[src/rtl/frame_pkg.sv]
// Shared timing defaults (640x480@60) and width helper for the frame sequencer.
package frame_pkg;

    localparam int unsigned DEF_H_SYNC   = 96;
    localparam int unsigned DEF_H_BACK   = 48;
    localparam int unsigned DEF_H_ACTIVE = 640;
    localparam int unsigned DEF_H_FRONT  = 16;
    localparam int unsigned DEF_V_SYNC   = 2;
    localparam int unsigned DEF_V_BACK   = 33;
    localparam int unsigned DEF_V_ACTIVE = 480;
    localparam int unsigned DEF_V_FRONT  = 10;

    localparam int unsigned DEF_H_TOTAL = DEF_H_SYNC + DEF_H_BACK + DEF_H_ACTIVE + DEF_H_FRONT;
    localparam int unsigned DEF_V_TOTAL = DEF_V_SYNC + DEF_V_BACK + DEF_V_ACTIVE + DEF_V_FRONT;

    // ceil(log2(n)), never below 1 so it is always usable as a vector width
    function automatic int unsigned clog2w(input int unsigned n);
        int unsigned r;
        r = 0;
        for (int unsigned i = 0; i < 32; i++) begin
            if ((64'(1) << i) < 64'(n)) r = i + 1;
        end
        return (r == 0) ? 1 : r;
    endfunction

endpackage

[src/rtl/vga_timing_core.sv]
// Raster h/v counters with registered sync, data-enable, pixel coordinate and frame decode.
module vga_timing_core
    import frame_pkg::*;
#(
    parameter int unsigned H_SYNC   = DEF_H_SYNC,
    parameter int unsigned H_BACK   = DEF_H_BACK,
    parameter int unsigned H_ACTIVE = DEF_H_ACTIVE,
    parameter int unsigned H_FRONT  = DEF_H_FRONT,
    parameter int unsigned V_SYNC   = DEF_V_SYNC,
    parameter int unsigned V_BACK   = DEF_V_BACK,
    parameter int unsigned V_ACTIVE = DEF_V_ACTIVE,
    parameter int unsigned V_FRONT  = DEF_V_FRONT
) (
    input  logic                          vga_clk,
    input  logic                          sys_rst,
    output logic                          hsync,
    output logic                          vsync,
    output logic                          de,
    output logic [clog2w(H_ACTIVE)-1:0]   pix_x,
    output logic [clog2w(V_ACTIVE)-1:0]   pix_y,
    output logic                          frame,
    output logic                          boundary_c
);

    localparam int unsigned H_TOTAL = H_SYNC + H_BACK + H_ACTIVE + H_FRONT;
    localparam int unsigned V_TOTAL = V_SYNC + V_BACK + V_ACTIVE + V_FRONT;
    localparam int unsigned HW      = clog2w(H_TOTAL);
    localparam int unsigned VW      = clog2w(V_TOTAL);
    localparam int unsigned XW      = clog2w(H_ACTIVE);
    localparam int unsigned YW      = clog2w(V_ACTIVE);
    localparam int unsigned H_ACT0  = H_SYNC + H_BACK;
    localparam int unsigned H_ACT1  = H_ACT0 + H_ACTIVE;
    localparam int unsigned V_ACT0  = V_SYNC + V_BACK;
    localparam int unsigned V_ACT1  = V_ACT0 + V_ACTIVE;

    logic [HW-1:0] h;
    logic [VW-1:0] v;
    logic          h_last;
    logic          v_last;
    logic          de_c;
    logic [XW-1:0] x_c;
    logic [YW-1:0] y_c;

    // Region decode done in 32 bits so a zero front porch cannot overflow the compare
    always_comb begin
        h_last     = (32'(h) == H_TOTAL - 1);
        v_last     = (32'(v) == V_TOTAL - 1);
        de_c       = (32'(h) >= H_ACT0) && (32'(h) < H_ACT1) &&
                     (32'(v) >= V_ACT0) && (32'(v) < V_ACT1);
        x_c        = de_c ? XW'(32'(h) - H_ACT0) : '0;
        y_c        = de_c ? YW'(32'(v) - V_ACT0) : '0;
        boundary_c = (h == '0) && (v == '0);
    end

    always_ff @(posedge vga_clk) begin
        if (sys_rst) begin
            h     <= '0;
            v     <= '0;
            hsync <= 1'b1;
            vsync <= 1'b1;
            de    <= 1'b0;
            pix_x <= '0;
            pix_y <= '0;
            frame <= 1'b0;
        end else begin
            h <= h_last ? '0 : h + HW'(1);
            if (h_last) begin
                v <= v_last ? '0 : v + VW'(1);
            end
            hsync <= (32'(h) >= H_SYNC);
            vsync <= (32'(v) >= V_SYNC);
            de    <= de_c;
            pix_x <= x_c;
            pix_y <= y_c;
            frame <= boundary_c;
        end
    end

endmodule

[src/rtl/frame_seq_gen.sv]
// VGA frame generator with a display-mode sequencer that only steps at frame boundaries.
module frame_seq_gen
    import frame_pkg::*;
#(
    parameter int unsigned H_SYNC      = DEF_H_SYNC,
    parameter int unsigned H_BACK      = DEF_H_BACK,
    parameter int unsigned H_ACTIVE    = DEF_H_ACTIVE,
    parameter int unsigned H_FRONT     = DEF_H_FRONT,
    parameter int unsigned V_SYNC      = DEF_V_SYNC,
    parameter int unsigned V_BACK      = DEF_V_BACK,
    parameter int unsigned V_ACTIVE    = DEF_V_ACTIVE,
    parameter int unsigned V_FRONT     = DEF_V_FRONT,
    parameter int unsigned N_MODES     = 4,
    parameter int unsigned AUTO_FRAMES = 60,
    parameter int unsigned FCNT_W      = 16
) (
    input  logic                          vga_clk,
    input  logic                          sys_rst,
    input  logic                          key_flag,
    input  logic                          auto_en,
    output logic                          hsync,
    output logic                          vsync,
    output logic                          de,
    output logic [clog2w(H_ACTIVE)-1:0]   pix_x,
    output logic [clog2w(V_ACTIVE)-1:0]   pix_y,
    output logic                          frame,
    output logic [clog2w(N_MODES)-1:0]    mode,
    output logic [FCNT_W-1:0]             frame_cnt
);

    localparam int unsigned MW = clog2w(N_MODES);
    localparam int unsigned AW = clog2w(AUTO_FRAMES);

    logic          boundary_c;
    logic          pending;
    logic [AW-1:0] auto_cnt;
    logic          auto_due;
    logic          step_c;

    vga_timing_core #(
        .H_SYNC   (H_SYNC),
        .H_BACK   (H_BACK),
        .H_ACTIVE (H_ACTIVE),
        .H_FRONT  (H_FRONT),
        .V_SYNC   (V_SYNC),
        .V_BACK   (V_BACK),
        .V_ACTIVE (V_ACTIVE),
        .V_FRONT  (V_FRONT)
    ) u_timing (
        .vga_clk    (vga_clk),
        .sys_rst    (sys_rst),
        .hsync      (hsync),
        .vsync      (vsync),
        .de         (de),
        .pix_x      (pix_x),
        .pix_y      (pix_y),
        .frame      (frame),
        .boundary_c (boundary_c)
    );

    // A key arriving on the boundary cycle itself is honoured at that boundary
    always_comb begin
        auto_due = auto_en && (32'(auto_cnt) == AUTO_FRAMES - 1);
        step_c   = boundary_c && (pending || key_flag || auto_due);
    end

    always_ff @(posedge vga_clk) begin
        if (sys_rst) begin
            pending   <= 1'b0;
            auto_cnt  <= '0;
            mode      <= '0;
            frame_cnt <= '0;
        end else begin
            pending <= !boundary_c && (pending || key_flag);
            if (!auto_en) begin
                auto_cnt <= '0;
            end else if (boundary_c) begin
                auto_cnt <= step_c ? '0 : auto_cnt + AW'(1);
            end
            if (step_c) begin
                mode <= (32'(mode) == N_MODES - 1) ? '0 : mode + MW'(1);
            end
            if (boundary_c) begin
                frame_cnt <= frame_cnt + FCNT_W'(1);
            end
        end
    end

endmodule

[config.mk]
export PLATFORM = sky130hd
export DESIGN_NAME = frame_seq_gen
export DESIGN_NICKNAME = d
export VERILOG_FILES = /design/src/rtl/frame_pkg.sv /design/src/rtl/vga_timing_core.sv /design/src/rtl/frame_seq_gen.sv
export SDC_FILE = /design/constraint.sdc
export NUM_CORES = 1
export LEC_CHECK = 0
export BUFFER_PORTS_ARGS = -buffer_cell sky130_fd_sc_hd__buf_2
export CORE_ASPECT_RATIO = 1.5
export CORE_MARGIN = 1.5
export CORE_UTILIZATION = 56
export CTS_BUF_LIST = sky130_fd_sc_hd__clkbuf_16
export DETAILED_ROUTE_END_ITERATION = 8
export MAX_ROUTING_LAYER = met4
export PLACE_DENSITY = 0.85
export REMOVE_ABC_BUFFERS = 1
export SLEW_MARGIN = 20
export SYNTH_ARGS = -nofsm -noshare
export SYNTH_HDL_FRONTEND = slang
export SYNTH_SLANG_ARGS = --single-unit
[constraint.sdc]
create_clock -name vga_clk -period 3.2 [get_ports vga_clk]
set_clock_uncertainty 0.1 [all_clocks]
set_input_delay 0 -clock vga_clk [delete_from_list [all_inputs] [get_ports vga_clk]]
set_output_delay 0 -clock vga_clk [all_outputs]
set_load 0.02 [all_outputs]
======== Yosys cells after proc, flatten, opt, wreduce, memory -nomap -nowiden ========
Cells that the tools add are included.
storage, ports and cells
  input bits .............................. 4
  output and inout port bits .............. 41
  logic and storage cells ................. 49
  flip-flop bits (word level) ............. 68
operators by class
  equality and inequality tests ........... 4
  reductions and logical operators ........ 15
  $add $sub $neg .......................... 7
  bitwise gates (word level) .............. 2
  mux-type cells .......................... 3
  order comparisons ....................... 6
operator list
  cell                     count
  $add A10 B1 Y10 const B  2
  $eq A10 B10 Y1 const B   2
  $logic_not A10 Y1        2
  $lt A10 B10 Y1 const B   2
  $add A16 B1 Y16 const B  1
  $ge A10 B2 Y1 const B    1
  $ge A10 B6 Y1 const B    1
  $ge A10 B7 Y1 const B    1
  $ge A10 B8 Y1 const B    1
  $mux W10                 1
  $sub A10 B8 Y10 const B  1
  $sub A9 B6 Y9 const B    1
  $logic_and A1 B1 Y1      7
  $add A6 B1 Y6 const B    1
  $eq A6 B6 Y1 const B     1
  $mux W6                  1
  $reduce_or A2 Y1         3
  $add A2 B1 Y2 const B    1
  $eq A2 B2 Y1 const B     1
  $logic_or A1 B1 Y1       2
  $mux W2                  1
  $not A1 Y1               2
  $logic_not A1 Y1         1

======== Logic depth before layout (Yosys ltp) ========
  depth after elaboration ................. 6
  mapped depth ............................ 8
  depth with buffers taken out ............ 7

======== Modules after synthesis ========
Synthesis repeated with hierarchy kept, for this count alone.
unflattened totals
  cells, all modules ...................... 350
  area, all modules ....................... 3,220.6 um^2
modules (own cells, without submodules)
  module           cells an instance  instances  area each (um^2)
  vga_timing_core  218                1          2,014.4
  frame_seq_gen    132                1          1,206.2

======== Worst setup path before layout ========
OpenSTA, ideal clock, no wires.
  path kind ............................... reg-to-reg
  start point ............................. register u_timing.h[4]
  end point ............................... register u_timing.pix_x[7]
  arrival ................................. 2.133 ns
  library setup time ...................... 0.078 ns
  cell stages (with the launch flop) ...... 8
  clock period less this slack ............ 2.311 ns
  slack ................................... 0.889 ns
  buffers on the path ..................... 1
  cell sequence ........................... dfxtp_1 inv_1 ha_1 or3b_2 and3_1 or4_1 clkbuf_1 nor3_1
on the way
  cells in the longest elaborated chain, start to end .. 6
  elaborated cells on any way between the ends .. 8
  classes of those cells .................. 1 x add/sub; 2 x order compare; 1 x bitwise; 4 x reduce/logical
RTL lines
  what                                                    line                   text
  from (decl)                                             vga_timing_core.sv:36  logic [HW-1:0] h;
  from (signal assigned)                                  vga_timing_core.sv:66  h <= h_last ? '0 : h + HW'(1);
  $ge A10 B8 Y1 / $lt A10 B10 Y1 (equally long branches)  vga_timing_core.sv:48  de_c = (32'(h) >= H_ACT0) && (32'(h) < H_ACT1) &&
  $logic_and A1 B1 Y1 (2 in series)                       vga_timing_core.sv:48
  $logic_and A1 B1 Y1                                     vga_timing_core.sv:49  (32'(v) >= V_ACT0) && (32'(v) < V_ACT1);
  $not A1 Y1 (no line)                                    -
  $reduce_or A2 Y1 (no line)                              -
  to (signal assigned)                                    vga_timing_core.sv:62  pix_x <= '0;
  to (signal assigned)                                    vga_timing_core.sv:73  pix_x <= x_c;
  to (decl)                                               vga_timing_core.sv:19  output logic [clog2w(H_ACTIVE)-1:0] pix_x,
Parallel ways exist; a longest one is shown, timed or not.
A chain may end at the register's enable or synchronous reset.

======== Final worst setup path ========
  start point ............................. register u_timing.h[5]
  end point ............................... register frame_cnt[11]
on the way
  cells in the longest elaborated chain, start to end .. 2
RTL lines
  what                  line                   text
  $logic_not A10 Y1     vga_timing_core.sv:52  boundary_c = (h == '0) && (v == '0);
  $logic_and A1 B1 Y1   vga_timing_core.sv:52
  to (signal assigned)  frame_seq_gen.sv:84    frame_cnt <= frame_cnt + FCNT_W'(1);
  to (decl)             frame_seq_gen.sv:28    output logic [FCNT_W-1:0] frame_cnt
No other way between the ends.

==> reports/metrics.csv <==
stage;metric;value;unit
outcome;outcome;complete, no violations;
global_routing;number of global-route vias before repair;2432;
clock_network;clock buffer count from CTS;9;
routing;vias;2652;
sta;final setup vio count;0;
synth;Synth Warn #;0;
power_and_ir_drop;Power Dens Cells;534;mW/mm²
critical_path;Worst setup EP type;flop;
floorplan;DIE HEIGHT;94.3;µm
sta;unrepaired setup endpoints after global routing;false;
synth;Commonest cells post-synth;dfxtp_1 (68), nor2_1 (61), xnor2_1 (22);
floorplan;Die ar.;0.00603;mm²
placed_design;number of port buffers;44;
layout;share of cells above drive strength 1;19.6;%
global_routing;first-pass GRT wire length;11000;µm
placed_design;HPWL after DPL;4580;µm
floorplan;Rows;33;
routing;antenna-violating nets left;0;
layout;Filler cells;428;
critical_path;Worst Path Required;3.36;ns
synth;Yosys top cell by area;dfxtp_1;
sta;Tcrit/Tclk final;84.2;%
sta;Worst Max-Slew Pin Slew;0.649;ns
sta;fmax;371;MHz
sta;Final Hold Fails;0;
critical_path;worst reg2reg setup slack;0.51;ns
power_and_ir_drop;maximum VDD drop;0.000438;V
synth;average cell area after synthesis;8.60;µm²
global_routing;global route overflow;0;
clock_network;CTS Root Cell;clkbuf_16;
hold_path;worst hold start;sys_rst;
critical_path;RR Endpoint;frame_cnt[11]$_SDFFE_PP0P_;
clock_network;post_cts resized;0;
routing;WL final;6780;µm
sta;crit path time final;2.69;ns
floorplan;die width;63.9;µm
synth;most common cell in the netlist;dfxtp_1;
layout;area grow syn2layout;17.7;%
floorplan;I/O Pins;45;
layout;Net count, final;419;
routing;drt pass-1 iters;5;
placed_design;GP Congestion;0.851;
synth;#FFs+latches synth;68;
clock_network;Post-CTS Setup Bufs;0;
run;total of max-cap violations;0;
critical_path;WP buf/inv;1;
critical_path;CP startpoint;u_timing.h[5]$_SDFF_PP0_;
synth;distinct cell type count after synthesis;43;
layout;post-route insts no fill;478;
critical_path;critical path startpoint category;flop;
clock_network;Worst-path clk slew;0.06;ns
synth;Syn Inst Count;362;
routing;DRT iter0 DRCs;193;
critical_path;CP arrival;2.86;ns
critical_path;max incr delay on CP;0.56;ns
synth;share of the synthesized area in the top cell type;43.7;%
critical_path;Crit Path Category;reg -> reg;
critical_path;crit path max fanout;10;
synth;Post-Syn Area;0.00311;mm²
power_and_ir_drop;Leak;1.51;nW
critical_path;Reg-to-Reg Start;u_timing.h[5]$_SDFF_PP0_;
clock_network;hold_buf cts;2;
floorplan;core area;0.00541;mm²
placed_design;placed insts;460;
critical_path;CP delay by family, top;simple AND/OR/NAND/NOR gates;
clock_network;H-Tree Depth;3;
global_routing;antenna violations before repair;0;
synth;number of synthesized flops with an enable pin;0;
critical_path;critical path cell sequence;inv_1, ha_1, or3b_2, or3_1, nor2_2, nand4_1, a21oi_1;
sta;Slew HR;56.3;%
critical_path;Setup crit end;frame_cnt[11]$_SDFFE_PP0P_;
layout;ANT cells;0;
clock_network;CTS tree;done;
clock_network;clk buf depth;2;
synth;sequential element share of the synthesized area;43.7;%
critical_path;CP max stage cell;or3_1;
clock_network;clk sinks;68;
floorplan;initial core utilization;57.6;%
routing;WL/cell;14.2;µm
routing;drt drc;0;
sta;Slew Limit Fails;0;
global_routing;total global-route track usage;24.3;%
synth;Most used DFF post-synth;dfxtp_1;
synth;Synth area leaders;dfxtp_1 (44%), nor2_1 (7.4%), xnor2_1 (6.2%);
synth;ys async rst share;0;%
global_routing;largest net degree at the start of global routing;33;
routing;Vias/cell;5.55;
hold_path;Hold Path Class;in -> reg;
critical_path;CP Depth;7;
sta;setup_tns;0;ns
clock_network;clk_lat worst skew;0.33;ns
critical_path;R2R depth;7;
==> state kept, by name (all words and copies together), names as in the netlist <==
name and flops:
frame_cnt 16, u_timing.h 10, u_timing.pix_x 10, u_timing.v 10, u_timing.pix_y 9, auto_cnt 6, mode 2, pending 1
u_timing.de 1, u_timing.frame 1, u_timing.hsync 1, u_timing.vsync 1
==> power by group <==
part	internal, mW	leakage (nW)	switching, mW	total [mW]
logic	0.0394	0.819	0.0756	0.115
registers	0.863	0.550	0.0135	0.876
clock network	0.598	0.137	0.369	0.967
==> logic make-up (layout without fill, tap and decap cells) <==
| kind of cell | Yosys count | in the layout | synth area share [%] |
|---|---|---|---|
| buffers and inverters | 39 | 85 | 5.30 |
| muxes | 1 | 1 | 0.321 |
| and+or+nand+nor | 168 | 168 | 28.7 |
| xor gates and xnor gates | 31 | 31 | 8.72 |
| adders and majority gates | 12 | 12 | 4.82 |
| AOI/OAI and AO/OA | 43 | 43 | 8.40 |
| DFF | 68 | 68 | 43.7 |
==> area by class of cell <==
type                            count  area [µm²]  share of cell area (%)
Multi-Input combinational cell    255        1590                    43.3
Sequential cell                    68        1360                    37.1
Timing Repair Buffer               49         263                    7.17
Clock buffer                        9         225                    6.14
Tap cell                           70        87.6                    2.39
Inverter                           20        75.1                    2.05
Clock inverter                      7        66.3                    1.81
==> per-layer routing <==
layer	global-route usage (%)	vias to the layer above	wire length (µm)	share of wire, %
li1	-	1317	-	-
met1	25.7	1251	2710	40
met2	41.0	66	3560	52
met3	6.67	18	292	4.3
met4	13.2	0	218	3.2
met5	-	-	0	0
==> worst register-to-register path: stages (launching register included) <==
cell	delay, ns
dfxtp_1	0.37
inv_1	0.13
ha_1	0.22
or3b_2	0.48
or3_1	0.56
nor2_2	0.36
nand4_1	0.22
a21oi_1	0.19
==> cells in the final DEF, fill, tap and decap left out, drive strengths merged, types with 4 or more instances in the layout <==
cell type / Yosys / routed
nand3: 17 / 17
buf: 6 / 47
nor3: 10 / 10
nor2: 62 / 62
nand2b: 4 / 4
xnor2: 22 / 22
nand4: 10 / 10
ha: 12 / 12
inv: 20 / 21
and3: 7 / 7
nand2: 21 / 21
clkbuf: 13 / 9
or4: 5 / 5
xor2: 9 / 9
dfxtp: 68 / 68
nor4: 13 / 13
o21ai: 11 / 11
a21oi: 19 / 19
or3: 5 / 5
==> worst min-delay path by stage <==
stage                                            end  slack [ns]  depth (start not counted)
after CTS                  frame_cnt[7]$_SDFFE_PP0P_        0.05                          2
after global routing       frame_cnt[9]$_SDFFE_PP0P_        0.06                          2
final                      frame_cnt[7]$_SDFFE_PP0P_        0.05                          2
after detailed placement          pending$_SDFF_PP0_        0.25                          3
after floorplan           frame_cnt[11]$_SDFFE_PP0P_       -0.03                          1
after global placement            pending$_SDFF_PP0_        0.24                          3
==> per-stage QoR <==
stage               cell area, µm²  power [mW]  util [%]  hold slack, ns  worst slack, ns
floorplan                     3020       0.964         -         -0.0309            0.798
global placement              3350        1.00      62.0           0.245            0.673
detailed placement            3350        1.01      62.0           0.253            0.587
CTS                           3670        1.96      67.8          0.0476            0.551
global route                  3670        2.02      67.8          0.0632            0.382
finish                        3670        1.96      67.8          0.0490            0.506
Power figures use the tool's default switching activity.
